## config.mk

```make
export PLATFORM = sky130hd
export DESIGN_NAME = robot_motion_sequencer
export DESIGN_NICKNAME = d
export VERILOG_FILES = /design/src/rtl/robot_pkg.sv /design/src/rtl/step_timer.sv /design/src/rtl/robot_motion_sequencer.sv
export SDC_FILE = /design/constraint.sdc
export NUM_CORES = 1
export LEC_CHECK = 0
export BUFFER_PORTS_ARGS = -buffer_cell sky130_fd_sc_hd__buf_2
export CAP_MARGIN = 20
export CORE_ASPECT_RATIO = 1.4
export CORE_MARGIN = 1
export CORE_UTILIZATION = 49
export DETAILED_ROUTE_END_ITERATION = 6
export PLACE_DENSITY = 0.73
export SLEW_MARGIN = 20
export SYNTH_ARGS = -nofsm -noshare
export SYNTH_HDL_FRONTEND = slang
export SYNTH_SLANG_ARGS = --single-unit
```

## constraint.sdc

```tcl
create_clock -name clk -period 1.7 [get_ports clk]
set_input_delay 0.51 -clock clk [delete_from_list [all_inputs] [get_ports clk]]
set_output_delay 0.51 -clock clk [all_outputs]
set_load 0.02 [all_outputs]
```

## src/rtl/robot_pkg.sv

```systemverilog
// Shared types and motor-drive encodings for the robot motion sequencer.
package robot_pkg;

    typedef enum logic [2:0] {
        IDLE,
        TURN,
        FWD,
        SETTLE,
        DONE
    } state_t;

    // Motor drive word: {motor_l_en, motor_r_en, motor_l_dir, motor_r_dir}
    localparam logic [3:0] MOTOR_OFF    = 4'b0000;
    localparam logic [3:0] MOTOR_FWD    = 4'b1111;
    localparam logic [3:0] MOTOR_TURN_R = 4'b1110;

    function automatic int max4(input int a, input int b, input int c, input int d);
        int m;
        m = a;
        if (b > m) m = b;
        if (c > m) m = c;
        if (d > m) m = d;
        return m;
    endfunction

endpackage

```

## src/rtl/step_timer.sv

```systemverilog
// Loadable down-counter that saturates at zero and flags when it gets there.
module step_timer #(
    parameter int W = 4
) (
    input  logic         clk,
    input  logic         rst_n,
    input  logic         i_load,
    input  logic [W-1:0] i_value,
    output logic         o_zero
);

    logic [W-1:0] r_count;

    always_ff @(posedge clk or negedge rst_n) begin
        if (!rst_n) begin
            r_count <= '0;
        end else if (i_load) begin
            r_count <= i_value;
        end else if (r_count != '0) begin
            r_count <= r_count - 1'b1;
        end
    end

    assign o_zero = (r_count == '0);

endmodule

```

## src/rtl/robot_motion_sequencer.sv

```systemverilog
// Executes turn / forward / NOP decisions as timed motor pulses with settle gaps.
// Optional idle watchdog search turn: define ROBOT_CMD_WATCHDOG_EN.
module robot_motion_sequencer
    import robot_pkg::*;
#(
    parameter int FWD_CYCLES    = 8,
    parameter int TURN_CYCLES   = 4,
    parameter int SETTLE_CYCLES = 2,
    parameter int WDOG_CYCLES   = 64
) (
    input  logic clk,
    input  logic rst_n,
    input  logic cmd_valid,
    output logic cmd_ready,
    input  logic cmd_front,
    input  logic cmd_turn,
    input  logic obstacle,
    output logic motor_l_en,
    output logic motor_r_en,
    output logic motor_l_dir,
    output logic motor_r_dir,
    output logic busy,
    output logic step_done,
    output logic aborted,
    output logic wdog_timeout
);

    localparam int CNT_W = $clog2(max4(FWD_CYCLES, TURN_CYCLES, SETTLE_CYCLES, WDOG_CYCLES) + 1);

    state_t           r_state;
    state_t           w_next;
    logic [3:0]       r_motor;
    logic [3:0]       w_motor;
    logic             r_cmd_ready;
    logic             r_busy;
    logic             r_step_done;
    logic             r_aborted;
    logic             r_wdog_timeout;
    logic             r_fwd_pending;
    logic             w_accept;
    logic             w_abort;
    logic             w_dur_zero;
    logic             w_dur_load;
    logic [CNT_W-1:0] w_dur_value;
    logic             w_wd_fire;

    assign w_accept = cmd_valid && r_cmd_ready;
    assign w_abort  = (r_state == FWD) && obstacle;

    always_comb begin
        w_next      = r_state;
        w_motor     = MOTOR_OFF;
        w_dur_value = '0;
        case (r_state)
            IDLE: begin
                if (w_accept) begin
                    if (cmd_turn)       w_next = TURN;
                    else if (cmd_front) w_next = FWD;
                    else                w_next = DONE;
                end else if (w_wd_fire) begin
                    w_next = TURN;
                end
            end
            TURN:    if (w_dur_zero) w_next = SETTLE;
            FWD:     if (obstacle || w_dur_zero) w_next = SETTLE;
            SETTLE:  if (w_dur_zero) w_next = r_fwd_pending ? FWD : DONE;
            DONE:    w_next = IDLE;
            default: w_next = IDLE;
        endcase
        case (w_next)
            TURN: begin
                w_motor     = MOTOR_TURN_R;
                w_dur_value = CNT_W'(TURN_CYCLES - 1);
            end
            FWD: begin
                w_motor     = MOTOR_FWD;
                w_dur_value = CNT_W'(FWD_CYCLES - 1);
            end
            SETTLE:  w_dur_value = CNT_W'(SETTLE_CYCLES - 1);
            default: w_dur_value = '0;
        endcase
    end

    // Every timed state is entered through a state change, so that is the reload point.
    assign w_dur_load = (w_next != r_state);

    step_timer #(.W(CNT_W)) u_dur_timer (
        .clk     (clk),
        .rst_n   (rst_n),
        .i_load  (w_dur_load),
        .i_value (w_dur_value),
        .o_zero  (w_dur_zero)
    );

`ifdef ROBOT_CMD_WATCHDOG_EN
    logic             r_wd_armed;
    logic             w_wd_zero;
    logic             w_wd_load;
    logic [CNT_W-1:0] w_wd_value;

    // The first idle cycle after reset arms the counter, so it loads one less to keep the count exact.
    assign w_wd_load  = (r_state != IDLE) || !r_wd_armed;
    assign w_wd_value = r_wd_armed ? CNT_W'(WDOG_CYCLES - 1)
                                   : CNT_W'((WDOG_CYCLES >= 2) ? WDOG_CYCLES - 2 : 0);
    assign w_wd_fire  = (r_state == IDLE) && !w_accept
                        && (r_wd_armed ? w_wd_zero : (WDOG_CYCLES == 1));

    always_ff @(posedge clk or negedge rst_n) begin
        if (!rst_n) r_wd_armed <= 1'b0;
        else        r_wd_armed <= 1'b1;
    end

    step_timer #(.W(CNT_W)) u_wdog_timer (
        .clk     (clk),
        .rst_n   (rst_n),
        .i_load  (w_wd_load),
        .i_value (w_wd_value),
        .o_zero  (w_wd_zero)
    );
`else
    assign w_wd_fire = 1'b0;
`endif

    always_ff @(posedge clk or negedge rst_n) begin
        if (!rst_n) begin
            r_state        <= IDLE;
            r_motor        <= MOTOR_OFF;
            r_cmd_ready    <= 1'b0;
            r_busy         <= 1'b0;
            r_step_done    <= 1'b0;
            r_aborted      <= 1'b0;
            r_wdog_timeout <= 1'b0;
            r_fwd_pending  <= 1'b0;
        end else begin
            r_state        <= w_next;
            r_motor        <= w_motor;
            r_cmd_ready    <= (w_next == IDLE);
            r_busy         <= (w_next != IDLE);
            r_step_done    <= (w_next == DONE);
            r_aborted      <= w_abort;
            r_wdog_timeout <= w_wd_fire;
            if (w_accept)
                r_fwd_pending <= cmd_turn && cmd_front;
            else if (w_abort || (r_state == SETTLE && w_next == FWD))
                r_fwd_pending <= 1'b0;
        end
    end

    assign cmd_ready    = r_cmd_ready;
    assign busy         = r_busy;
    assign step_done    = r_step_done;
    assign aborted      = r_aborted;
    assign wdog_timeout = r_wdog_timeout;
    assign motor_l_en   = r_motor[3];
    assign motor_r_en   = r_motor[2];
    assign motor_l_dir  = r_motor[1];
    assign motor_r_dir  = r_motor[0];

endmodule
```

## Yosys cells after proc, flatten, opt, wreduce, memory -nomap -nowiden

Cells that the tools add are included.

- Output and inout bits: 9
- Register bits after elaboration: 19
- Word-level logic and storage cells: 44
- Input bits: 6

- Muxes and demuxes: 14
- Reductions and logical operators: 13
- Equal/unequal tests: 8
- Add/subtract/negate cells: 1

Operator list:

| operator | count |
|---|---|
| $mux W3 | 7 |
| $mux W7 | 2 |
| $eq A3 B2 Y1 const B | 4 |
| $pmux W3 S4 | 1 |
| $pmux W3 S3 | 1 |
| $pmux W4 S2 | 1 |
| $logic_not A7 Y1 | 1 |
| $reduce_bool A7 Y1 | 1 |
| $sub A7 B1 Y7 const B | 1 |
| $eq A3 B1 Y1 const B | 2 |
| $logic_not A3 Y1 | 2 |
| $logic_and A1 B1 Y1 | 4 |
| $reduce_bool A2 Y1 | 2 |
| $eq A3 B3 Y1 const B | 1 |
| $ne A3 B3 Y1 | 1 |
| $reduce_bool A3 Y1 | 1 |
| $logic_or A1 B1 Y1 | 2 |
| $mux W1 | 2 |

## Longest topological paths before layout

Gate-level depths: netlist (run 1).

- Depth after elaboration: 9
- Depth in mapped cells: 8
- Mapped depth without buffers: 7

## Cells and area by module

A second synthesis (run 1) with hierarchy kept.

- Cells, all modules: 94
- Area total of the unflattened synthesis: 985.9 um^2

By module, submodules not included:

| module | times used | cells each | area each (um^2) | sequential area each (um^2) |
|---|---|---|---|---|
| robot_motion_sequencer | 1 | 51 | 551.8 | 250.2 |
| step_timer | 1 | 43 | 434.2 | 175.2 |

## Worst setup path before layout (run 1)

No wires, ideal clock.

- Kind: register to register
- Start point: reg u_dur_timer.r_count[0]
- End point: reg r_fwd_pending
- Period minus slack after synthesis: 1813 ps
- Arrival time: 1685 ps
- Path slack: -113 ps
- Required time: 1572 ps
- Path buffers: 1
- Library setup time: 128 ps
- Stages on the path, launching flop included: 9
- Cells stage by stage: dfrtp_1 -> inv_1 -> ha_1 -> nor4b_4 -> and2_1 -> buf_4 -> o211ai_2 -> nor4b_1 -> o31ai_2

- Word-level cells in the longest chain between the ends: 8
- Elaborated cells between the ends (all ways): 10
- Classes of those cells: 1 x eq/ne; 4 x mux; 5 x reduce/logical

RTL lines:

| element | RTL line | RTL |
|---|---|---|
| from (decl) | step_timer.sv:12 | `logic [W-1:0] r_count;` |
| from (signal assigned) | step_timer.sv:18 | `r_count <= i_value;` |
| from (signal assigned) | step_timer.sv:20 | `r_count <= r_count - 1'b1;` |
| $logic_not A7 Y1 (*) | step_timer.sv:24 | `assign o_zero = (r_count == '0);` |
| $logic_or A1 B1 Y1 | robot_motion_sequencer.sv:65 | `FWD: if (obstacle \|\| w_dur_zero) w_next = SETTLE;` |
| $mux W3 | robot_motion_sequencer.sv:65 |  |
| $pmux W3 S4 (*) | robot_motion_sequencer.sv:54 | `case (r_state)` |
| $eq A3 B2 Y1 (*) | robot_motion_sequencer.sv:144 | `else if (w_abort \|\| (r_state == SETTLE && w_next == FWD))` |
| $logic_and A1 B1 Y1 (*) | robot_motion_sequencer.sv:144 |  |
| $logic_or A1 B1 Y1 (*) | robot_motion_sequencer.sv:144 |  |
| $reduce_bool A2 Y1 (no line) (*) | n/a |  |
| to (signal assigned) | robot_motion_sequencer.sv:143 | `r_fwd_pending <= cmd_turn && cmd_front;` |
| to (decl) | robot_motion_sequencer.sv:39 | `logic r_fwd_pending;` |

Mark *: on every way between the ends. The rest lies on a longest branch, timed or not.
A chain may end at the register's enable or synchronous reset.

## Final worst setup path (run 1)

- Start point: reg u_dur_timer.r_count[0]
- End point: reg r_busy (netlist: busy)

- Word-level cells in the longest chain between the ends: 5
- Elaborated cells between the ends (all ways): 7
- Classes of those cells: 4 x mux; 3 x reduce/logical

RTL lines:

| element | RTL line | RTL |
|---|---|---|
| $logic_not A7 Y1 (*) | step_timer.sv:24 |  |
| $logic_or A1 B1 Y1 | robot_motion_sequencer.sv:65 |  |
| $mux W3 | robot_motion_sequencer.sv:65 |  |
| $pmux W3 S4 (*) | robot_motion_sequencer.sv:54 |  |
| $reduce_bool A3 Y1 (*) | robot_motion_sequencer.sv:138 | `r_busy <= (w_next != IDLE);` |
| to (signal assigned) | robot_motion_sequencer.sv:138 |  |
| to (decl) | robot_motion_sequencer.sv:35 | `logic r_busy;` |

Marked as above.

==> impl.org, run 1 <==
** Timing
- Final hold violations :: 0
- Share of the clock period used by the worst path :: 110%
- Setup repair after global routing could not meet its margin everywhere.
- Final setup slack of the worst path :: -0.166 ns
- Subtracting the final worst setup slack from the clock period gives 1.87 ns.
- Setup violations remaining at the end of the flow were counted as 12.
- Timing would allow up to 0.536 GHz.
- The clock arrives with 0.00712 ns of skew.
- Number of pins with negative max-slew slack in the final report :: 0

** Detailed routing
- Post-detailed-route wirelength per cell :: 17.1 µm
- Average vias per placed instance :: 5.65
- For this block, the initial DRC count from the detailed router was 39.
- Once detail routing completed, the nets flagged for antenna violations numbered 0.
- The first detailed-routing pass took 4 iterations.
- DRC :: 0
- DRT Wirelength :: 2730 µm
- Number of vias in the routed layout :: 904

** Worst setup path
- STA puts the critical path data required time at 1.88 ns.
- Traced cell by cell, the critical path runs through inv_1 -> ha_2 -> nor4b_4 -> buf_4 -> nand4_1 -> o211ai_4 -> buf_6 -> nand2_1 -> or2_1.
- R2R cell count :: 9
- Setup crit start kind :: flip-flop
- Maximum fanout along the worst path :: 4
- Endpoint of the most critical register-to-register path :: busy$_DFF_PN0_
- Delay of the slowest cell on the worst path :: 0.39 ns
- Critical R2R Launch :: u_dur_timer.r_count[0]$_DFFE_PN0P_
- The most critical setup path has its endpoint at busy$_DFF_PN0_.
- Slowest cell on the critical path :: sky130_fd_sc_hd__dfrtp_1
- The critical path in this run is classified as flip-flop to flip-flop.
- Register-to-register setup slack :: -0.17 ns
- Kind of end point of the critical path :: flip-flop
- Start point of the critical path :: u_dur_timer.r_count[0]$_DFFE_PN0P_
- Endpoint arrival time on the critical path :: 2.05 ns

** Yosys
- Synth Area in Compound Gates :: 17.8%
- Part of the Yosys area used for sequential elements :: 44.6%
- The number of nets in the synthesized netlist is 101.
- Post-synth EDFFs :: 0
- The synthesized netlist devotes 1.31% of its cell area to adder and majority cells.
- Flip-flop and latch count after synthesis :: 17
- In the synthesized netlist the dominant register cell turns out to be sky130_fd_sc_hd__dfrtp_1.
- Measured against the total synthesized area, the mux share comes to 0%.
- During synthesis, Yosys emitted a total of 0 warnings.
- Number of distinct library cells after synthesis :: 40
- Xor-xnor portion of the synthesized cell area :: 3.67%
- For this run, asynchronously set or reset flops after synthesis account for 100%.
- Syn avg cell area :: 10.1 µm²
- Summing every instance area after synthesis gives 953 µm².
- Synthesized-area fraction occupied by and/or/nand/nor cells :: 25.3%
- In the synthesized netlist, the number of instances is 94.
- After synthesis, the largest family of logic cells by area is simple AND/OR/NAND/NOR gates.

** Global routing
- The number of antenna violations at the first check in global routing was 0.
- Global routing used 51.1% of the available met2 tracks.
- In this run the most used layer during global routing was met2.
- Met1 Track Usage GR :: 31.3%
- Entering global routing, the biggest net connects 18 pins.
- Routing usage on met3 :: 4.96%
- The first global-routing pass estimated 4080 µm of wire.
- Global routing used 29.0% of the available tracks across all layers.
- The via count of the first global-routing pass is 901.
- For this run the aggregate overflow at the end of global routing stands at 0.

** CTS
- Counting the buffers created by CTS gives 3.
- Number of H-tree levels :: 1
- TritonCTS built the clock tree.
- The tree is rooted in a sky130_fd_sc_hd__clkbuf_4.
- CTS Sinks :: 17
- Clk_lat worst skew :: 0.29 ns
- Maximum clock insertion buffer count :: 2
- Buffers inserted to repair hold after CTS numbered 0.
- After clock tree synthesis, the clock-pin slew on the worst setup and hold paths is 0.11 ns.

** Place
- I/O Buffers :: 13
- Post-detail-place hpwl :: 1770 µm
- The congestion estimate from routability-driven global placement came to 0.875.

** Floorplan
- Starting Density :: 52.9%
- Core area :: 1800 µm²
- Die width :: 39.3 µm
- From bottom edge to top edge, the die measures 54.2 µm.
- For this design the top-level I/O count stands at 15.
- The die covers 2130 µm².
- Placement row count :: 18

** Power and ir drop
- Combinational logic is responsible for 65.6% of the overall power.
- In this run the power density over the cells is 1800 nW/µm².
- Static power due to leakage :: 0.654 nW
- Share of power burned in registers :: 26.0%
- Internal power :: 1.52 mW
- Switching power :: 1.07 mW
- Pwr Total :: 2.59 mW
- In this run switching power makes up 41.2% of total power.
- IR analysis of the VDD net gives a maximum drop of 0.00133 V.
- The clock network is responsible for 8.5% of the overall power.

** Finish
- Fraction of final layout cells with drive strength greater than 1 :: 55.0%
- Most frequent standard cell in the layout excluding fill and tap cells :: sky130_fd_sc_hd__buf_4
- Layout Nets :: 148
- Counting the fill cells in the layout gives 112.
- From synthesis to final layout, the design area changed by 50.8%.
- Antenna Cells :: 0
- Utilization of the core after routing :: 79.8%
- Leaving out fill and tap cells, the most frequent cells in the layout are sky130_fd_sc_hd__buf_4, sky130_fd_sc_hd__dfrtp_1, sky130_fd_sc_hd__buf_2.

** Status
- The run finished, with violations left.
- The final reports fail on negative setup slack.

** Min path
- The worst hold path belongs to the class input port to asynchronous set/reset pin.

** Flow run
- MaxCap Viol Count :: 0
==> registers in the layout, indices dropped and copies added (netlist names) <==
signal               cells
r_state                  3
r_fwd_pending            1
cmd_ready                1
aborted                  1
busy                     1
r_motor                  2
u_dur_timer.r_count      7
step_done                1
==> cell usage after synthesis (all sizes together) (2+ instances only) <==
master,n,area [µm²]
o211ai,2,20.0
dfrtp,17,425
nor3,3,15.0
nor4b,4,50.1
nor2b,3,18.8
inv,7,26.3
a211oi,2,20.0
buf,5,35.0
or2,2,12.5
o32ai,2,36.3
nor2,7,26.3
a31oi,2,12.5
nand4,2,12.5
nand3b,2,15.0
or3,4,30.0
nand2,6,22.5
nand2b,2,12.5
a21oi,4,20.0
xnor2,3,26.3
==> critical path, delay by kind of cell, from the launching register on <==
family	cells	cell delay [ns]
buffers and inverters	3	0.40
DFF	1	0.39
AOI/OAI and AO/OA	1	0.13
adders and majority gates	1	0.18
and+or+nand+nor	4	0.67
==> power by group through the flow <==
| stage | logic (mW) | clock network, mW | registers, mW |
|---|---|---|---|
| floorplan | 0.751 | 0 | 0.694 |
| global placement | 1.19 | 0 | 0.663 |
| detailed placement | 1.23 | 0 | 0.664 |
| CTS | 1.42 | 0.226 | 0.660 |
| global route | 1.82 | 0.247 | 0.683 |
| finish | 1.70 | 0.220 | 0.673 |
==> routing by layer <==
layer	wire (µm)	up-vias
li1	-	420
met1	934	428
met2	1520	40
met3	148	16
met4	129	0
met5	0	-
==> logic make-up (layout without fill, tap and decap cells) <==
group,after synthesis,in the layout
AO/OA/AOI/OAI,19,19
XOR/XNOR,4,4
adder cells (fa/ha/maj),1,1
buffers and inverters,13,59
flip-flops,17,17
other,1,1
AND/OR/NAND/NOR,39,39
==> per-stage QoR <==
| stage | instances | cell area, µm² | setup WS [ns] | TNS, ns | hold WS (ns) |
|---|---|---|---|---|---|
| 2_1_floorplan | 94 | 986 | -0.0475 | -0.129 | 0.214 |
| 3_3_place_gp | 144 | 1200 | -0.104 | -0.552 | 0.450 |
| 3_5_place_dp | 144 | 1200 | -0.146 | -1.18 | 0.454 |
| 4_1_cts | 156 | 1330 | -0.112 | -0.531 | 0.129 |
| 5_1_grt | 160 | 1440 | -0.260 | -1.93 | 0.144 |
| 6_report | 160 | 1440 | -0.166 | -0.946 | 0.118 |
==> how the worst min path moves through the flow <==
stage	startpoint	to	slack, ns	cells after the start
floorplan	rst_n	aborted$_DFF_PN0_	0.21	0
global placement	rst_n	step_done$_DFF_PN0_	0.45	1
detailed placement	rst_n	step_done$_DFF_PN0_	0.45	1
CTS	rst_n	step_done$_DFF_PN0_	0.13	1
global route	rst_n	step_done$_DFF_PN0_	0.14	1
finish	rst_n	step_done$_DFF_PN0_	0.12	1
==> cell type report <==
cell class,instances,area [µm²],share of cell area [%]
inverter,7,26.3,1.83
multi-input combinational,64,578,40.2
tap,20,25.0,1.74
clock inverter,1,5.00,0.348
sequential,17,427,29.7
clock buffer,3,22.5,1.57
timing repair buffer,48,354,24.6
==> repair_timing <==
| action | in CTS | in global routing |
|---|---|---|
| setup endpoints to repair | 11 | 14 |
| setup buffers | 8 | 4 |
| resized for setup | 9 | 20 |
| pin swaps | 5 | 6 |
Note: power is estimated with default switching activity, not from simulation.
==> run 2: changes to the inputs <==
--- a/config.mk
+++ b/config.mk
@@ -12,6 +12,7 @@
 export CORE_UTILIZATION = 49
 export DETAILED_ROUTE_END_ITERATION = 6
 export PLACE_DENSITY = 0.73
+export SKIP_CTS_REPAIR_TIMING = 1
 export SLEW_MARGIN = 20
 export SYNTH_ARGS = -nofsm -noshare
 export SYNTH_HDL_FRONTEND = slang
==> run 2 against run 1 <==
The run still ends with negative setup slack left; clock skew increased by 0.0031 ns; first-iteration DRC count decreased by 72%; core utilization decreased by 5.4 points; critical path type unchanged; critical endpoint unchanged; largest cell class unchanged.
==> impl.org, run 2 (synthesis results as in run 1) <==
** Floorplan
- The number of core rows was 18 (unchanged).
- The die area came to 2130 µm² (unchanged).
- Core area :: 1800 µm² (unchanged)
- The starting density of the core was 52.9% (unchanged).
- The boundary pin count was 15 (unchanged).
- The height of the die came to 54.2 µm (unchanged).
- Die width :: 39.3 µm (unchanged)

** Detailed routing
- 1st-iter DRT viols :: 11 (was 39)
- The average wire per standard cell came to 15.9 µm (was 17.1 µm).
- The vias per cell came to 5.45 (was 5.65).
- DRC :: 0 (unchanged)
- Final antenna-violating net count :: 0 (unchanged)
- Drt pass-1 iters :: 4 (unchanged)
- The post-detailed-routing wire length came to 2430 µm (was 2730 µm).
- The overall via count from detail_route was 834 (was 904).

** Worst setup path
- Critical path data required time :: 1.89 ns (was 1.88 ns)
- Register-to-register setup slack :: -0.18 ns (was -0.17 ns)
- Start point of the critical path :: u_dur_timer.r_count[1]$_DFFE_PN0P_ (was u_dur_timer.r_count[0]$_DFFE_PN0P_)
- Endpoint arrival time on the critical path :: 2.07 ns (was 2.05 ns)
- The nature of the critical path endpoint is a flip-flop (unchanged).
- The start-to-end type of the worst setup path is flip-flop to flip-flop (unchanged).
- The type of element launching the critical path is a flip-flop (unchanged).
- Critical R2R Launch :: u_dur_timer.r_count[1]$_DFFE_PN0P_ (was u_dur_timer.r_count[0]$_DFFE_PN0P_)
- The top fanout value on the critical path was 5 (was 4).

** Finish
- Flip-flop count of the largest register, all copies and words added :: 7 (unchanged)
- Top flop regs :: u_dur_timer.r_count x7, r_state x3, r_motor x2 (unchanged)
- Filler Cell Count :: 134 (was 112)
- Antenna Cells :: 0 (unchanged)
- The signed area change from the synthesized netlist to the final layout is 40.6% (was 50.8%).
- Leading cell types in the layout, fill and taps excluded: sky130_fd_sc_hd__buf_4, sky130_fd_sc_hd__dfrtp_1, sky130_fd_sc_hd__buf_2 (unchanged).
- The commonest non-fill, non-tap cell in the layout is sky130_fd_sc_hd__buf_4 (unchanged).
- The final instance count without filler cells came to 153 (was 160).
- Register with the most flip-flops :: u_dur_timer.r_count (unchanged)
- The post-layout net count came to 141 (was 148).
- Fraction of final layout cells with drive strength greater than 1 :: 48.1% (was 55.0%)

** Global routing
- Maximum number of pins on one net before global-route repair :: 18 (unchanged)
- The via count of the first global-routing pass is 814 (was 901).
- First-pass GRT wire length :: 3630 µm (was 4080 µm)
- The total congestion overflow after global routing was 0 (unchanged).
- Antenna violations before repair :: 0 (unchanged)
- The total global-route track usage came to 25.8% (was 29.0%).

** CTS
- The clock tree from TritonCTS is built (unchanged).
- Clock transition time at the flip-flop clock pins of the worst setup and hold paths :: 0.11 ns (about the same)
- The total clock sinks came to 17 (unchanged).
- The number of levels in the clock H-tree was 1 (unchanged).
- The number of buffers created by CTS is 3 (unchanged).
- The number of buffers between clock root and the deepest sink is 2 (unchanged).
- Clk_lat worst skew :: 0.30 ns (was 0.29 ns)
- Root cell of the clock tree :: sky130_fd_sc_hd__clkbuf_4 (unchanged)

** Power and ir drop
- The static leakage power came to 0.619 nW (was 0.654 nW).
- The power density over the cells came to 1740 nW/µm² (was 1800 nW/µm²).
- The highest ir drop seen on vdd came to 0.00126 V (was 0.00133 V).

** Place
- The final RePlAce weighted congestion is 0.875 (unchanged).
- The placed cell count is 144 (unchanged).
- The count of input and output buffers was 13 (unchanged).
- Post-detail-place hpwl :: 1770 µm (unchanged)

** Timing
- Final period demand of the worst path :: 1.88 ns (was 1.87 ns)
- Post-route clock skew :: 0.0102 ns (was 0.00712 ns)
- Setup repair after global routing missed its margin: true (unchanged).
- The final worst setup slack came to -0.178 ns (was -0.166 ns).
- Final setup violation count :: 10 (was 12)
- The portion of the clock cycle consumed by the worst path in the final layout is 110% (about the same).
- Final hold violations :: 0 (unchanged)
- The maximum clock rate is 0.532 GHz (was 0.536 GHz).
- Hold Slack :: 0.110 ns (was 0.118 ns)
- Number of pins with negative max-slew slack in the final report :: 0 (unchanged)

** Status
- Status :: complete, but fails checks (unchanged)
- Violated checks :: negative setup slack (unchanged)

** Flow run
- The count of max-cap constraint violations was 0 (unchanged).

** Min path
- The class of the most critical hold timing path was input port to asynchronous set/reset pin (unchanged).
==> run 2: cell types whose count changed in the layout (fill, tap and decap cells not counted), sizes merged <==
cell  change
buf       -7
==> run 2: metrics by stage <==
stage	total power [mW]	utilization, %	instance area [µm²]	worst slack [ns]	TNS [ns]
global route	2.48	74.4	1340	-0.281	-1.98
finish	2.34	74.4	1340	-0.178	-1.06
floorplan	1.45	-	986	-0.0475	-0.129
global placement	1.86	66.9	1200	-0.104	-0.552
CTS	2.13	68.4	1230	-0.162	-1.34
detailed placement	1.90	66.9	1200	-0.146	-1.18
==> run 2: area by class of cell <==
type	instances	area (µm²)	area share, %
Inverter	7	26.3	1.96
Timing Repair Buffer	41	290	21.7
Clock buffer	3	22.5	1.68
Clock inverter	1	5.00	0.373
Multi-Input combinational cell	64	546	40.7
Tap cell	20	25.0	1.87
Sequential cell	17	425	31.7
==> run 2: report_power, final <==
part | internal (mW) | switching, mW
Clock | 0.0877 | 0.136
Sequential | 0.543 | 0.128
Combinational | 0.755 | 0.686
==> run 2: worst max-delay path: stages, from the launching register on <==
cell	delay, ns
sky130_fd_sc_hd__dfrtp_1	0.39
sky130_fd_sc_hd__inv_1	0.06
sky130_fd_sc_hd__ha_2	0.17
sky130_fd_sc_hd__nor4b_4	0.30
sky130_fd_sc_hd__a31oi_2	0.18
sky130_fd_sc_hd__a211oi_4	0.35
sky130_fd_sc_hd__nand2_1	0.11
sky130_fd_sc_hd__or2_1	0.21
==> run 2: final timing paths <==
check	depth (start not counted)	end
worst max register to register	7	busy$_DFF_PN0_
worst min-delay path	1	step_done$_DFF_PN0_
worst max-delay path	7	busy$_DFF_PN0_
min in group clk	3	aborted$_DFF_PN0_
worst min register to register	1	u_dur_timer.r_count[6]$_DFFE_PN0P_
max in group asynchronous	1	busy$_DFF_PN0_
==> run 2: layer usage <==
metal	share of wire, %	vias to the layer above	track usage [%]
li1	-	408	-
met1	40	402	27.1
met2	56	18	48.6
met3	2.2	6	4.13
met4	2.2	0	10.3
met5	0	-	0
